==> src/rtl/tinisoc_pkg.sv <==
// -----------------------------------------------------------------------------
// tinisoc_pkg
//   Shared encodings for the writeback path: load size codes, error codes,
//   writeback FSM state encoding, and a small alignment helper.
// -----------------------------------------------------------------------------
package tinisoc_pkg;

    // Load access size as presented by the memory stage.
    typedef enum logic [1:0] {
        LS_BYTE = 2'b00,
        LS_HALF = 2'b01,
        LS_WORD = 2'b10,
        LS_RSVD = 2'b11
    } load_size_e;

    // Error code reported on wb_err_code; ERR_NONE only ever appears after reset.
    typedef enum logic [1:0] {
        ERR_NONE     = 2'b00,
        ERR_MISALIGN = 2'b01,
        ERR_TIMEOUT  = 2'b10,
        ERR_SIZE     = 2'b11
    } wb_err_e;

    // Writeback controller states.
    typedef enum logic [1:0] {
        ST_IDLE     = 2'b00,
        ST_WAIT_MEM = 2'b01,
        ST_COMMIT   = 2'b10
    } wb_state_e;

    // A halfword must sit on an even address, a word on a multiple of four.
    // Bytes are always aligned.
    function automatic logic is_misaligned(input load_size_e size,
                                           input logic [1:0] offset);
        return ((size == LS_HALF) && offset[0]) ||
               ((size == LS_WORD) && (offset != 2'b00));
    endfunction

endpackage

==> src/rtl/reg_writeback_load_extract.sv <==
// -----------------------------------------------------------------------------
// load_extract
//   Combinational lane select and sign/zero extension for little-endian loads.
//
//   i_rdata   in  DataSize  raw memory read word
//   i_size    in  2         LS_BYTE / LS_HALF / LS_WORD (LS_RSVD passes word)
//   i_signed  in  1         replicate MSB of the extracted field when set
//   i_offset  in  2         address[1:0] of the load
//   o_data    out DataSize  extended load value
// -----------------------------------------------------------------------------
module load_extract
    import tinisoc_pkg::*;
#(
    parameter int DataSize = 32
) (
    input  logic [DataSize-1:0] i_rdata,
    input  load_size_e          i_size,
    input  logic                i_signed,
    input  logic [1:0]          i_offset,
    output logic [DataSize-1:0] o_data
);

    logic [7:0]  w_byte;
    logic [15:0] w_half;

    // NOTE: every signal written in always_comb gets a value on every path
    // (defaults first), otherwise synthesis infers a latch.
    always_comb begin
        w_byte = i_rdata[{i_offset, 3'b000} +: 8];
        // Only offsets 0 and 2 are legal for halves; offset[1] picks the lane.
        w_half = i_offset[1] ? i_rdata[16 +: 16] : i_rdata[0 +: 16];
        o_data = i_rdata;

        case (i_size)
            LS_BYTE: o_data = {{(DataSize-8){i_signed & w_byte[7]}}, w_byte};
            LS_HALF: o_data = {{(DataSize-16){i_signed & w_half[15]}}, w_half};
            default: o_data = i_rdata;
        endcase
    end

endmodule

==> src/rtl/reg_writeback.sv <==
// -----------------------------------------------------------------------------
// reg_writeback
//   Writeback stage in front of the register file write port. Accepts one
//   retiring instruction at a time (ALU result or load), waits for load data,
//   extracts/extends the addressed lane and issues a one-cycle registered
//   commit. Misalignment, reserved size and memory timeout are flagged with a
//   one-cycle wb_error pulse and a sticky wb_err_code.
//
//   clock           in   system clock
//   reset           in   synchronous, active-low reset
//   wb_valid        in   retiring instruction present
//   wb_ready        out  high only in IDLE
//   wb_rt_addr      in   destination register
//   wb_alu_result   in   result for non-load instructions
//   wb_is_load      in   instruction is a load
//   wb_load_size    in   00 byte, 01 half, 10 word, 11 reserved
//   wb_load_signed  in   sign-extend sub-word loads
//   wb_byte_offset  in   address[1:0] of the load
//   mem_rdata       in   memory read data
//   mem_rvalid      in   mem_rdata valid this cycle
//   write_reg_addr  out  regfile write index (holds between commits)
//   write_reg_data  out  regfile write data  (holds between commits)
//   do_reg_write    out  one-cycle commit strobe
//   wb_error        out  one-cycle error pulse
//   wb_err_code     out  last error code, held until the next error
// -----------------------------------------------------------------------------
module reg_writeback
    import tinisoc_pkg::*;
#(
    parameter int DataSize      = 32,
    parameter int AddrSize      = 5,
    parameter int TimeoutCycles = 16
) (
    input  logic                clock,
    input  logic                reset,
    input  logic                wb_valid,
    output logic                wb_ready,
    input  logic [AddrSize-1:0] wb_rt_addr,
    input  logic [DataSize-1:0] wb_alu_result,
    input  logic                wb_is_load,
    input  logic [1:0]          wb_load_size,
    input  logic                wb_load_signed,
    input  logic [1:0]          wb_byte_offset,
    input  logic [DataSize-1:0] mem_rdata,
    input  logic                mem_rvalid,
    output logic [AddrSize-1:0] write_reg_addr,
    output logic [DataSize-1:0] write_reg_data,
    output logic                do_reg_write,
    output logic                wb_error,
    output logic [1:0]          wb_err_code
);

    localparam int CntW = (TimeoutCycles > 1) ? $clog2(TimeoutCycles) : 1;
    localparam logic [CntW-1:0] CntLast = CntW'(TimeoutCycles - 1);

    // State and latched instruction fields.
    wb_state_e           r_state;
    logic [AddrSize-1:0] r_rt_addr;
    load_size_e          r_size;
    logic                r_signed;
    logic [1:0]          r_offset;
    logic [CntW-1:0]     r_cnt;

    // Registered outputs.
    logic [AddrSize-1:0] r_wr_addr;
    logic [DataSize-1:0] r_wr_data;
    logic                r_do_write;
    logic                r_error;
    wb_err_e             r_err_code;

    // Next-state / control decisions.
    wb_state_e           w_next_state;
    logic                w_accept;
    logic                w_commit;
    logic [AddrSize-1:0] w_commit_addr;
    logic [DataSize-1:0] w_commit_data;
    logic                w_err;
    wb_err_e             w_err_code;
    logic [CntW-1:0]     w_cnt_next;
    load_size_e          w_in_size;
    logic [DataSize-1:0] w_ext_data;

    assign w_in_size = load_size_e'(wb_load_size);

    load_extract #(
        .DataSize (DataSize)
    ) u_load_extract (
        .i_rdata  (mem_rdata),
        .i_size   (r_size),
        .i_signed (r_signed),
        .i_offset (r_offset),
        .o_data   (w_ext_data)
    );

    always_comb begin
        w_next_state  = r_state;
        w_accept      = 1'b0;
        w_commit      = 1'b0;
        w_commit_addr = r_wr_addr;
        w_commit_data = r_wr_data;
        w_err         = 1'b0;
        w_err_code    = r_err_code;
        w_cnt_next    = r_cnt;

        case (r_state)
            ST_IDLE: begin
                if (wb_valid) begin
                    w_accept = 1'b1;
                    if (!wb_is_load) begin
                        // ALU results go straight to the commit registers.
                        w_next_state  = ST_COMMIT;
                        w_commit      = 1'b1;
                        w_commit_addr = wb_rt_addr;
                        w_commit_data = wb_alu_result;
                    end else if (w_in_size == LS_RSVD) begin
                        w_err      = 1'b1;
                        w_err_code = ERR_SIZE;
                    end else if (is_misaligned(w_in_size, wb_byte_offset)) begin
                        w_err      = 1'b1;
                        w_err_code = ERR_MISALIGN;
                    end else begin
                        w_next_state = ST_WAIT_MEM;
                        w_cnt_next   = '0;
                    end
                end
            end

            ST_WAIT_MEM: begin
                // Data is checked before expiry so a response on the last
                // allowed cycle still commits.
                if (mem_rvalid) begin
                    w_next_state  = ST_COMMIT;
                    w_commit      = 1'b1;
                    w_commit_addr = r_rt_addr;
                    w_commit_data = w_ext_data;
                end else if (r_cnt == CntLast) begin
                    w_next_state = ST_IDLE;
                    w_err        = 1'b1;
                    w_err_code   = ERR_TIMEOUT;
                end else begin
                    w_cnt_next = r_cnt + 1'b1;
                end
            end

            ST_COMMIT: w_next_state = ST_IDLE;

            default:   w_next_state = ST_IDLE;
        endcase
    end

    // NOTE: sequential state uses non-blocking assignments so every register
    // samples the pre-edge values, independent of statement order.
    always_ff @(posedge clock) begin
        if (!reset) begin
            r_state    <= ST_IDLE;
            r_rt_addr  <= '0;
            r_size     <= LS_BYTE;
            r_signed   <= 1'b0;
            r_offset   <= '0;
            r_cnt      <= '0;
            r_wr_addr  <= '0;
            r_wr_data  <= '0;
            r_do_write <= 1'b0;
            r_error    <= 1'b0;
            r_err_code <= ERR_NONE;
        end else begin
            r_state    <= w_next_state;
            r_cnt      <= w_cnt_next;
            r_do_write <= w_commit;
            r_error    <= w_err;
            r_err_code <= w_err_code;
            if (w_accept) begin
                r_rt_addr <= wb_rt_addr;
                r_size    <= w_in_size;
                r_signed  <= wb_load_signed;
                r_offset  <= wb_byte_offset;
            end
            // Commit registers only move on a commit so the regfile sees
            // stable addr/data while the strobe is low.
            if (w_commit) begin
                r_wr_addr <= w_commit_addr;
                r_wr_data <= w_commit_data;
            end
        end
    end

    assign wb_ready       = (r_state == ST_IDLE);
    assign write_reg_addr = r_wr_addr;
    assign write_reg_data = r_wr_data;
    assign do_reg_write   = r_do_write;
    assign wb_error       = r_error;
    assign wb_err_code    = r_err_code;

endmodule

==> config.mk <==
export PLATFORM = sky130hd
export DESIGN_NAME = reg_writeback
export DESIGN_NICKNAME = d
export VERILOG_FILES = /design/src/rtl/tinisoc_pkg.sv /design/src/rtl/reg_writeback_load_extract.sv /design/src/rtl/reg_writeback.sv
export SDC_FILE = /design/constraint.sdc
export NUM_CORES = 1
export LEC_CHECK = 0
export ABC_AREA = 1
export BUFFER_PORTS_ARGS = -buffer_cell sky130_fd_sc_hd__buf_2
export CAP_MARGIN = 20
export CORE_ASPECT_RATIO = 1.5
export CORE_MARGIN = 5
export CORE_UTILIZATION = 45
export CTS_CLUSTER_SIZE = 16
export DETAILED_ROUTE_END_ITERATION = 8
export GPL_ROUTABILITY_DRIVEN = 0
export PLACE_DENSITY = 0.81
export RECOVER_POWER = 100
export REMOVE_ABC_BUFFERS = 1
export SYNTH_ARGS = -nofsm -noshare
export SYNTH_HDL_FRONTEND = slang
export SYNTH_HIERARCHICAL = 1
export SYNTH_SLANG_ARGS = --single-unit
==> constraint.sdc <==
create_clock -name clock -period 2.21 [get_ports clock]
set_input_delay 0.442 -clock clock [delete_from_list [all_inputs] [get_ports clock]]
set_output_delay 0.442 -clock clock [all_outputs]
set_load 0.01 [all_outputs]
## Word level (Yosys, flattened, before mapping)

Index checks and enable logic that the tools add are counted.

| operators by class | value |
|---|---|
| shifts and indexed selects | 1 |
| reduce and logical (&&, ||, !) cells | 11 |
| muxes and demuxes | 44 |
| equality and inequality tests | 19 |
| bitwise gates (word level) | 2 |
| $add $sub $neg | 1 |

Operators by type and width:

| cell | count |
|---|---|
| $pmux W32 S2 | 2 |
| $mux W32 | 3 |
| $shiftx A32 B6 Y8 | 1 |
| $mux W2 | 12 |
| $mux W4 | 6 |
| $mux W16 | 1 |
| $ne A2 B2 Y1 const B | 8 |
| $mux W5 | 3 |
| $mux W1 | 11 |
| $pmux W5 S2 | 1 |
| $ne A3 B3 Y1 const B | 3 |
| $pmux W2 S2 | 2 |
| $pmux W4 S2 | 1 |
| $reduce_and A7 Y1 | 1 |
| $eq A2 B1 Y1 const B | 3 |
| $reduce_and A6 Y1 | 1 |
| $reduce_and A5 Y1 | 1 |
| $add A4 B1 Y4 const B | 1 |
| $eq A2 B2 Y1 const B | 2 |
| $eq A4 B4 Y1 const B | 1 |
| $logic_not A2 Y1 | 2 |
| $pmux W1 S2 | 2 |
| $reduce_and A4 Y1 | 1 |
| $reduce_bool A2 Y1 | 2 |
| 5 further kinds | 7 |

| word-level totals | value |
|---|---|
| bits in registers | 57 |
| bits of input ports | 79 |
| output and inout port bits | 42 |
| word-level logic and storage cells | 89 |

## Longest topological paths before layout

Gate-level depths: netlist (run 1).

| depth | value |
|---|---|
| depth after elaboration | 8 |
| depth in mapped cells | 13 |
| mapped depth without buffers | 11 |

## By module

The synthesis (run 1) kept the hierarchy.

By module, submodules not included:

| module | cells each | instances | area an instance (um^2) | seq. area each (um^2) |
|---|---|---|---|---|
| reg_writeback | 401 | 1 | 2,586.2 | 1,141.1 |
| load_extract | 153 | 1 | 854.6 | 0.0 |

## Worst setup path before layout (run 1)

No wires, ideal clock.

| timing | value |
|---|---|
| kind | reg2reg |
| start | reg r_offset[1] |
| end | reg r_wr_data[23], in the netlist write_reg_data[23] |
| stages on the path, launching flop included | 14 |
| data required time | 2.094 ns |
| data arrival time | 1.305 ns |
| period minus slack after synthesis | 1.421 ns |
| library setup time | 0.116 ns |
| path buffers | 2 |
| slack | 0.789 ns |
| cell sequence | dfxtp_1 -> buf_6 -> inv_8 -> nand2_2 -> nand2_2 -> nand2_2 -> nand2_2 -> nand2_4 -> buf_8 -> nand3_2 -> nand2_1 -> nand2_1 -> o21ai_0 -> nor2_1 |

| between the ends | value |
|---|---|
| longest elaborated chain between the ends | 5 |
| elaborated cells between the ends (all ways) | 7 |
| those cells by class | shift: 1; mux: 4; bitwise: 2 |

Ends and longest elaborated chain:

| what | RTL line | source |
|---|---|---|
| start: declaration | reg_writeback.sv:61 | `logic [1:0] r_offset;` |
| start signal: assignment | reg_writeback.sv:176 | `r_offset <= wb_byte_offset;` |
| $shiftx A32 B6 Y8 / $mux W16 (equally long branches) | reg_writeback_load_extract.sv:29, reg_writeback_load_extract.sv:31 |  |
| $and A1 B1 Y1, on equally long branches | reg_writeback_load_extract.sv:35, reg_writeback_load_extract.sv:36 |  |
| $pmux W32 S2 * | reg_writeback_load_extract.sv:34 | `case (i_size)` |
| net w_ext_data[23] | reg_writeback.sv:81 | `logic [DataSize-1:0] w_ext_data;` |
| $mux W32 * | reg_writeback.sv:131 | `if (mem_rvalid) begin` |
| $pmux W32 S2 * | reg_writeback.sv:105 | `case (r_state)` |
| end signal: assignment | reg_writeback.sv:182 | `r_wr_data <= w_commit_data;` |
| end: declaration | reg_writeback.sv:66 | `logic [DataSize-1:0] r_wr_data;` |

The timed path passes the listed nets; every way through them passes the cells marked *. The select of a mux whose other input is x is not followed.
A chain may end at the register's enable or synchronous reset.

## Worst setup path after layout (run 1)

| timing | value |
|---|---|
| start | reg r_state[1] |
| end | reg r_wr_data[5], in the netlist write_reg_data[5] |

| between the ends | value |
|---|---|
| longest elaborated chain between the ends | 3 |
| elaborated cells between the ends (all ways) | 9 |
| those cells by class | eq/ne: 4; mux: 2; reduce/logical: 3 |

Ends and longest elaborated chain:

| what | RTL line | source |
|---|---|---|
| start: declaration | reg_writeback.sv:57 | `wb_state_e r_state;` |
| start signal: assignment | reg_writeback.sv:167 | `r_state <= w_next_state;` |
| $eq A2 B1 Y1 / $logic_not A2 Y1 (equally long branches) | reg_writeback.sv:105 |  |
| $pmux W1 S2 (tied with other cells) | reg_writeback.sv:105 |  |
| $reduce_and A5 Y1 (no source line) | n/a |  |

Several ways; a longest one is shown, not always the timed one.

==> flow_summary.json, run 1 <==
{
  "status": "finished clean",
  "drc": 0,
  "synthDistinctLibCells": 34,
  "die_h_um": 117,
  "clockBufferDepth": 2,
  "ir_drop_v": 0.000443,
  "wl_met1_um": 4000,
  "final_cell_mix": "nand2_1, nor2_1, buf_2",
  "first_pass_iters": 5,
  "nFillCells": 793,
  "fin_crit_ns": 1.93,
  "yosys_warnings": 6,
  "dp_cells": 756,
  "dp_hpwl_um": 7610,
  "cts_hold_buf": 0,
  "crit_type": "reg -> reg",
  "postPlaceCellArea_um2": 4050,
  "slowest_stage": "clkbuf_2",
  "cts_made_buffers": 9,
  "path_cells": "inv_1, nand2_2, clkbuf_2, nor2_1, o22ai_1, clkbuf_2, o21ai_0, nor2_1",
  "post-route-period-util": 0.873,
  "io_buffers": 120,
  "finalCoreUtilization": 0.559,
  "final_common_cell": "nand2_1",
  "initial_core_util": 0.455,
  "fin_setup_tns_ns": 0,
  "grt_pass1_vias": 3731,
  "yosysSeqAreaShare": 0.332,
  "io_pins": 121,
  "synth_seq_cells": 57,
  "cts_max_level": 3,
  "via_per_inst": 4.97,
  "rows": 39,
  "crit_family": "buffers and inverters",
  "cap_viol_max_count": 0,
  "fmaxAchievable_mhz": 518,
  "path_max_fanout": 25,
  "overflow": 0,
  "wl_met2_um": 5320,
  "grt_setup_unrepaired": "no",
  "syn_avg_cell_area_um2": 6.21,
  "hold_violations": 0,
  "max_slew_margin": 0.601,
  "start_kind": "flop",
  "cts-root-buf": "clkbuf_16",
  "crit_path_max_incr_delay_ns": 0.44,
  "ant_nets": 0,
  "hold_class": "in -> reg",
  "drive_gt1_frac": 0.193,
  "drt-total-wl_um": 10300,
  "cts_sinks": 57,
  "cts_tree": "done",
  "final-setup-viol-count": 0,
  "tightest_slew_ns": 0.598,
  "via_count": 3838,
  "slew_viol_final": 0,
  "wire_per_inst_um": 13.3,
  "path_clk_slew_ns": 0.05,
  "worstPathRequired_ns": 2.48,
  "fin_cells": 772,
  "fin_area_um2": 4230,
  "die_w_um": 81.4,
  "post_cts_buffers": 0,
  "synth_area_um2": 3440,
  "cts_repair_resize_count": 0,
  "grtUsageTotal": 0.226,
  "grt_pass1_wl_um": 16700,
  "p_total_mw": 3.25,
  "clock_skew_ns": 0.00695,
  "endpoint_kind": "flop",
  "antenna_found_initial": 1,
  "met3WireLength_um": 744,
  "leakagePower_nw": 2.13,
  "dieArea_um2": 9530,
  "crit_arrival_ns": 2.20,
  "grt_start_max_net_pins": 31,
  "syn-instance-count": 554,
  "highest_layer": "met5",
  "drt-initial-drc-count": 250,
  "diodes": 0,
  "powerDensity_nw_per_um2": 769,
  "fin_nets": 745,
  "worst-path-buf-inv": 3,
  "core_area_um2": 7560,
  "syn_to_final_growth_pct": 22.8,
  "worstSkewPairLatency_ns": 0.33
}
-- kinds of logic (layout without fill, tap and decap cells) --
family / count (synthesis) / count (layout) / share of synthesized area
adder cells (fa/ha/maj): 1 / 1 / 0.00364
AO/OA/AOI/OAI: 70 / 70 / 0.111
XOR/XNOR: 1 / 1 / 0.00255
buffers and inverters: 52 / 168 / 0.0854
flip-flops: 57 / 57 / 0.332
AND/OR/NAND/NOR: 373 / 373 / 0.465
-- tightest hold or removal path: stages --
cell and delay [ns]:
buf_2 0.09, nor2_1 0.04, nor2_1 0.08
-- state kept, by name, summed over array words and instances (netlist names) --
name and cells:
write_reg_addr 5, write_reg_data 32, r_offset 2, do_reg_write 1, r_size 2, r_rt_addr 5
wb_error 1, r_signed 1, r_cnt 4, wb_err_code 2, r_state 2
-- cell type report --
cell class | count | area, µm² | share of cell area
clock buffers | 13 | 250 | 0.0592
clock inverters | 3 | 40.0 | 0.00947
inverters | 20 | 82.6 | 0.0195
multi-input cells | 445 | 1960 | 0.463
flip-flops and latches | 57 | 1140 | 0.270
well taps | 102 | 128 | 0.0302
repair buffers | 132 | 629 | 0.149
-- per-stage QoR --
stage | setup slack (ns) | hold slack [ns]
3_5_place_dp | 0.361 | 0.443
3_3_place_gp | 0.439 | 0.435
2_1_floorplan | -0.194 | 0.424
5_1_grt | 0.0603 | 0.384
6_report | 0.280 | 0.356
4_1_cts | 0.342 | 0.354
-- cell usage after synthesis, drive strengths merged --
| master | count | share of area |
|---|---|---|
| or2 | 7 | 0.013 |
| nand2 | 211 | 0.24 |
| a22oi | 1 | 0.0022 |
| o21ai | 52 | 0.076 |
| o211ai | 7 | 0.015 |
| nand4 | 3 | 0.0055 |
| clkbuf | 18 | 0.020 |
| xor2 | 1 | 0.0025 |
| dfxtp | 57 | 0.33 |
| ha | 1 | 0.0036 |
| buf | 14 | 0.041 |
| o22ai | 1 | 0.0018 |
| nand3 | 31 | 0.065 |
| and2 | 7 | 0.015 |
| inv | 20 | 0.024 |
| nor2 | 114 | 0.13 |
| a21oi | 9 | 0.016 |
-- where the power goes --
| part | internal (mW) | switching, mW | total [mW] |
|---|---|---|---|
| logic | 0.270 | 0.437 | 0.707 |
| clock network | 0.898 | 0.459 | 1.36 |
| registers | 1.13 | 0.0593 | 1.19 |
| total | 2.29 | 0.955 | 3.25 |
-- final timing paths --
check | start | to | slack, ns | depth (start not counted)
setup reg to reg | r_state[1] | write_reg_data[5] | 0.28 | 8
setup / recovery | r_state[1] | write_reg_data[5] | 0.28 | 8
hold / removal | wb_load_signed | r_signed | 0.36 | 3
hold reg to reg | r_rt_addr[0] | r_rt_addr[0] | 0.45 | 2
-- layer usage --
layer  GRT usage  vias to the layer above
met5           0                        -
met4      0.0958                        2
met3      0.0605                       18
met2       0.403                      107
met1       0.249                     1746
li1            -                     1965
(Power assumes the default switching activity.)
==> run 2: changes to the inputs <==
--- a/config.mk
+++ b/config.mk
@@ -17,6 +17,7 @@
 export PLACE_DENSITY = 0.81
 export RECOVER_POWER = 100
 export REMOVE_ABC_BUFFERS = 1
+export SETUP_SLACK_MARGIN = 0.5
 export SYNTH_ARGS = -nofsm -noshare
 export SYNTH_HDL_FRONTEND = slang
 export SYNTH_HIERARCHICAL = 1
==> run 2 against run 1 <==
Flip-flop and latch count unchanged. Die area stayed put. Critical path type unchanged. Register-to-register slack better by 0.18 ns.
==> flow_summary.json, run 2 (same netlist as run 1, synthesis figures left out) <==
{
  "status": "finished clean",
  "ir_drop_v": 0.000447,
  "endpoint_kind": "flop",
  "rr_worst_depth": 8,
  "dp_hpwl_um": 7610,
  "dieArea_um2": 9530,
  "first_pass_iters": 5,
  "grt_pass1_wl_um": 16700,
  "leakagePower_nw": 2.19,
  "cp-startpoint": "r_state[1]",
  "clockBufferDepth": 2,
  "path_common_cell": "nor2_1",
  "clock_skew_ns": 0.00623,
  "initial_core_util": 0.455,
  "hold_class": "in -> reg",
  "worstPathRequired_ns": 2.47,
  "multi_input_area_um2": 2040,
  "crit_path_max_incr_delay_ns": 0.29,
  "r2r_start": "r_state[1]",
  "nFillCells": 772,
  "cts_made_buffers": 9,
  "drive_gt1_frac": 0.216,
  "crit_type": "reg -> reg",
  "io_pins": 121,
  "final-setup-viol-count": 0,
  "io_buffers": 120,
  "crit_arrival_ns": 2.01,
  "powerDensity_nw_per_um2": 758,
  "grt_pass1_vias": 3731,
  "rows": 39,
  "max_slew_margin": 0.662,
  "endpoint": "write_reg_data[8]",
  "fin_crit_ns": 1.75,
  "via_count": 3861,
  "diodes": 0,
  "grt_setup_unrepaired": "yes",
  "p_total_mw": 3.30,
  "antenna_found_initial": 1,
  "grtUsageTotal": 0.226,
  "final_cell_mix": "nand2_1, nor2_1, buf_2",
  "via_per_inst": 4.99,
  "wire_per_inst_um": 13.7,
  "die_w_um": 81.4,
  "slew_viol_final": 0,
  "worstSkewPairLatency_ns": 0.33,
  "cts_max_level": 3,
  "overflow": 0,
  "fin_nets": 747,
  "path_cells": "inv_1, nand2_1, nor2_1, inv_1, a21oi_4, buf_4, nor2_1, nor2_1",
  "drt-initial-drc-count": 346,
  "ant_nets": 0,
  "die_h_um": 117,
  "core_area_um2": 7560,
  "cap_viol_max_count": 0,
  "r2r_slack_ns": 0.46,
  "finalCoreUtilization": 0.575,
  "final_common_cell": "nand2_1",
  "drc": 0,
  "r2r-end": "write_reg_data[8]",
  "slowest_stage": "dfxtp_1",
  "fmaxAchievable_mhz": 572,
  "cts-root-buf": "clkbuf_16",
  "tightest_slew_ns": 0.506,
  "cts_sinks": 57,
  "path_max_fanout": 20,
  "syn_to_final_growth_pct": 26.3,
  "drt-total-wl_um": 10600,
  "largest_reg_flops": 32,
  "cts_tree": "done",
  "hold_path_depth": 3,
  "register_area_um2": 1150,
  "grt_start_max_net_pins": 31,
  "post-route-period-util": 0.791,
  "start_kind": "flop",
  "hold_violations": 0,
  "path_clk_slew_ns": 0.05
}
## run 2: changes by cell type in the layout (fill, tap and decap cells not counted), sizes merged
| cell | change |
|---|---|
| buf | +4 |
| clkbuf | -3 |
| nand2 | +1 |
## run 2: routing by layer
layer | routed length, µm | GRT usage | vias up
met4 | 180 | 0.0958 | 2
met1 | 4130 | 0.249 | 1758
met2 | 5530 | 0.403 | 113
met3 | 765 | 0.0605 | 17
met5 | 13 | 0 | -
li1 | - | - | 1971
## run 2: final cells by class
class	count	share of cell area
clock buffer	13	0.0576
inverter	20	0.0196
timing repair buffer	133	0.150
tap	102	0.0294
sequential	57	0.264
multi-input combinational	446	0.470
clock inverter	3	0.00921
## run 2: metrics by stage
step                      worst slack (ns)  setup TNS [ns]  hold WS [ns]  cells  area, µm²
final                                0.461               0         0.355    774       4350
after global routing                 0.314               0         0.383    774       4350
after CTS                            0.512               0         0.354    772       4350
after detailed placement             0.361               0         0.443    756       4050
after global placement               0.439               0         0.435    756       4050
after floorplan                     -0.194           -6.81         0.424    522       3230
## run 2: power breakdown
part	internal, mW	switching, mW
clock	0.898	0.461
sequential	1.13	0.0640
combinational	0.286	0.460
total	2.31	0.985
## run 2: how the worst min path moves through the flow
stage	from	to	slack [ns]
finish	wb_load_signed	r_signed	0.35
detailed placement	r_rt_addr[0]	r_rt_addr[0]	0.44
floorplan	r_rt_addr[0]	r_rt_addr[0]	0.42
global route	wb_byte_offset[0]	r_offset[0]	0.38
CTS	wb_load_signed	r_signed	0.35
global placement	r_rt_addr[0]	r_rt_addr[0]	0.44
## run 2: critical path: cells and delay by family, from the launching register on
family | cells | cell delay (ns)
simple gates | 4 | 0.54
flops | 1 | 0.29
buf+inv | 3 | 0.63
compound gates | 1 | 0.22
## run 2: timing repair
action,in CTS,in global routing
endpoints found under the setup margin,24,42
setup buffers,0,1
gates resized for setup,1,11
hold buffers,0,0
cloned,0,1
==> run 3: changes to the inputs <==
--- a/config.mk
+++ b/config.mk
@@ -14,7 +14,7 @@
 export CTS_CLUSTER_SIZE = 16
 export DETAILED_ROUTE_END_ITERATION = 8
 export GPL_ROUTABILITY_DRIVEN = 0
-export PLACE_DENSITY = 0.81
+export PLACE_DENSITY = 0.84
 export RECOVER_POWER = 100
 export REMOVE_ABC_BUFFERS = 1
 export SETUP_SLACK_MARGIN = 0.5
==> constraint.sdc (replaced) <==
create_clock -name clock -period 1.5 [get_ports clock]
set_input_delay 0.3 -clock clock [delete_from_list [all_inputs] [get_ports clock]]
set_output_delay 0.3 -clock clock [all_outputs]
set_load 0.01 [all_outputs]
==> run 3 against run 2 <==
Clock skew grew 0.0010 ns. Die area unchanged. Flip-flop and latch count did not move. Sequential share of layout area is 6.9 points lower. Via count is 26% higher. Critical path depth rose by 1. Largest cell class unchanged. The run now ends with negative setup slack left. Worst setup slack got worse by 0.75 ns.
==> flow_summary.json, run 3 (same netlist as run 1, synthesis figures left out) <==
{
  "largest_reg_flops": 32,
  "hold_violations": 0,
  "crit_type": "reg -> reg",
  "endpoint_kind": "flop",
  "slew_viol_final": 0,
  "cts_hold_buf": 0,
  "tightest_slew_ns": 0.447,
  "switchingPower_mw": 1.93,
  "p_comb_frac": 0.355,
  "cts_sinks": 57,
  "dp_slack_ns": -0.0610,
  "r2r_start": "r_size[0]",
  "cts_max_level": 3,
  "violations": "negative setup slack",
  "path_max_fanout": 7,
  "fin_crit_ns": 1.79,
  "diodes": 0,
  "cts_made_buffers": 9,
  "path_cells": "inv_2, buf_12, a21oi_2, nand2_1, o211ai_1, nand2_1, nand2_1, o21ai_0, nor2_1",
  "io_pins": 121,
  "drive_gt1_frac": 0.500,
  "intPower_mw": 4.03,
  "ir_drop_v": 0.000761,
  "fmaxAchievable_mhz": 558,
  "cp-startpoint": "r_size[0]",
  "wire_per_inst_um": 19.3,
  "rr_worst_depth": 9,
  "grt_setup_unrepaired": "yes",
  "die_w_um": 81.4,
  "max_slew_margin": 0.701,
  "worst-path-buf-inv": 2,
  "r2r-end": "write_reg_data[3]",
  "final-setup-viol-count": 33,
  "final_common_cell": "nand2_1",
  "path_clk_slew_ns": 0.05,
  "power_frac_clock": 0.345,
  "status": "complete, but fails checks",
  "crit_family": "compound AO/OA/AOI/OAI gates",
  "overflow": 0,
  "clock_skew_ns": 0.00724,
  "min_to": "r_signed",
  "slowest_stage": "dfxtp_2",
  "crit_path_max_incr_delay_ns": 0.34,
  "die_h_um": 117,
  "first_pass_iters": 6,
  "core_area_um2": 7560,
  "p_total_mw": 5.96,
  "min_from": "wb_load_signed",
  "antenna_found_initial": 0,
  "cap_viol_max_count": 0,
  "hold_path_depth": 3,
  "grt_pass1_vias": 4402,
  "power_frac_seq": 0.300,
  "post-route-period-util": 1.20,
  "fin_nets": 819,
  "fin_setup_tns_ns": -3.92,
  "initial_core_util": 0.455,
  "powerDensity_nw_per_um2": 968,
  "syn_to_final_growth_pct": 78.9,
  "final_cell_mix": "nand2_1, buf_2, nor2_1",
  "ant_nets": 0,
  "start_kind": "flop",
  "cts-root-buf": "clkbuf_16",
  "cts_tree": "done",
  "worstPathRequired_ns": 1.77,
  "grt_pass1_wl_um": 20700,
  "via_per_inst": 5.76,
  "grtUsageTotal": 0.286,
  "dp_hpwl_um": 7990,
  "setup_ws_ns": -0.294,
  "path_common_cell": "nand2_1",
  "leakagePower_nw": 3.08,
  "r2r_slack_ns": -0.29,
  "holdWs_ns": 0.200,
  "dieArea_um2": 9530,
  "clockBufferDepth": 2,
  "crit_arrival_ns": 2.06,
  "grt_start_max_net_pins": 31,
  "via_count": 4875,
  "drc": 0,
  "worstSkewPairLatency_ns": 0.34,
  "drt-total-wl_um": 16300,
  "io_buffers": 120,
  "drt-initial-drc-count": 597,
  "hold_class": "in -> reg",
  "switching_share": 0.323,
  "rows": 39
}
==> run 3: cell types whose count changed in the layout (fill, tap and decap cells not counted), moves of 19 or more <==
cell / change
buf_4: +33
nor2_4: +25
dfxtp_1: -33
o21ai_0: -37
nand2_1: -19
nor2_1: -32
o21ai_1: +28
dfxtp_2: +28
clkbuf_1: -42
buf_6: +53
==> run 3: area by class of cell <==
cell class,count,area [µm²]
well taps,102,128
repair buffers,206,1950
multi-input cells,445,2490
clock inverters,3,40.0
fillers,425,1410
clock buffers,13,250
flip-flops and latches,57,1200
inverters,20,97.6
==> run 3: worst max path at each step <==
stage / end / slack (ns) / cells past startpoint
final: write_reg_data[3] / -0.29 / 9
after global routing: write_reg_data[3] / -0.36 / 9
after CTS: write_reg_data[20] / -0.04 / 14
after detailed placement: write_reg_data[11] / -0.06 / 13
after global placement: write_reg_data[24] / 0.02 / 13
after floorplan: write_reg_addr[0] / -0.90 / 6
==> run 3: what timing repair did <==
action                                  in CTS  in global routing
pin swaps                                   55                 48
setup buffers                               24                 24
gates resized for setup                    212                 81
endpoints found under the setup margin      99                 99
cloned                                       7                  3
==> run 3: metal layers <==
| layer | up-vias | part of all wire | global-route usage |
|---|---|---|---|
| met2 | 377 | 0.50 | 0.513 |
| li1 | 2125 | - | - |
| met5 | - | 0 | 0 |
| met1 | 2250 | 0.33 | 0.285 |
| met4 | 0 | 0.077 | 0.188 |
| met3 | 123 | 0.095 | 0.0750 |
==> run 3: power groups by stage <==
stage / sequential, mW / clock (mW) / combinational (mW)
5_1_grt: 1.80 / 2.14 / 2.23
3_3_place_gp: 1.76 / 0 / 1.18
4_1_cts: 1.80 / 2.03 / 1.67
6_report: 1.79 / 2.06 / 2.12
3_5_place_dp: 1.77 / 0 / 1.21
2_1_floorplan: 1.83 / 0 / 0.595
==> run 3: worst reg2reg max path: stages (launching register included) <==
cell and delay (ns):
dfxtp_2 0.34, inv_2 0.07, buf_12 0.13, a21oi_2 0.32
nand2_1 0.15, o211ai_1 0.26, nand2_1 0.17, nand2_1 0.10
o21ai_0 0.08, nor2_1 0.10
==> run 3: metrics by stage <==
step	std cells	area, µm²	utilization
2_1_floorplan	522	3230	-
3_3_place_gp	772	4290	0.567
3_5_place_dp	772	4290	0.567
4_1_cts	819	5610	0.742
5_1_grt	846	6150	0.814
6_report	846	6150	0.814
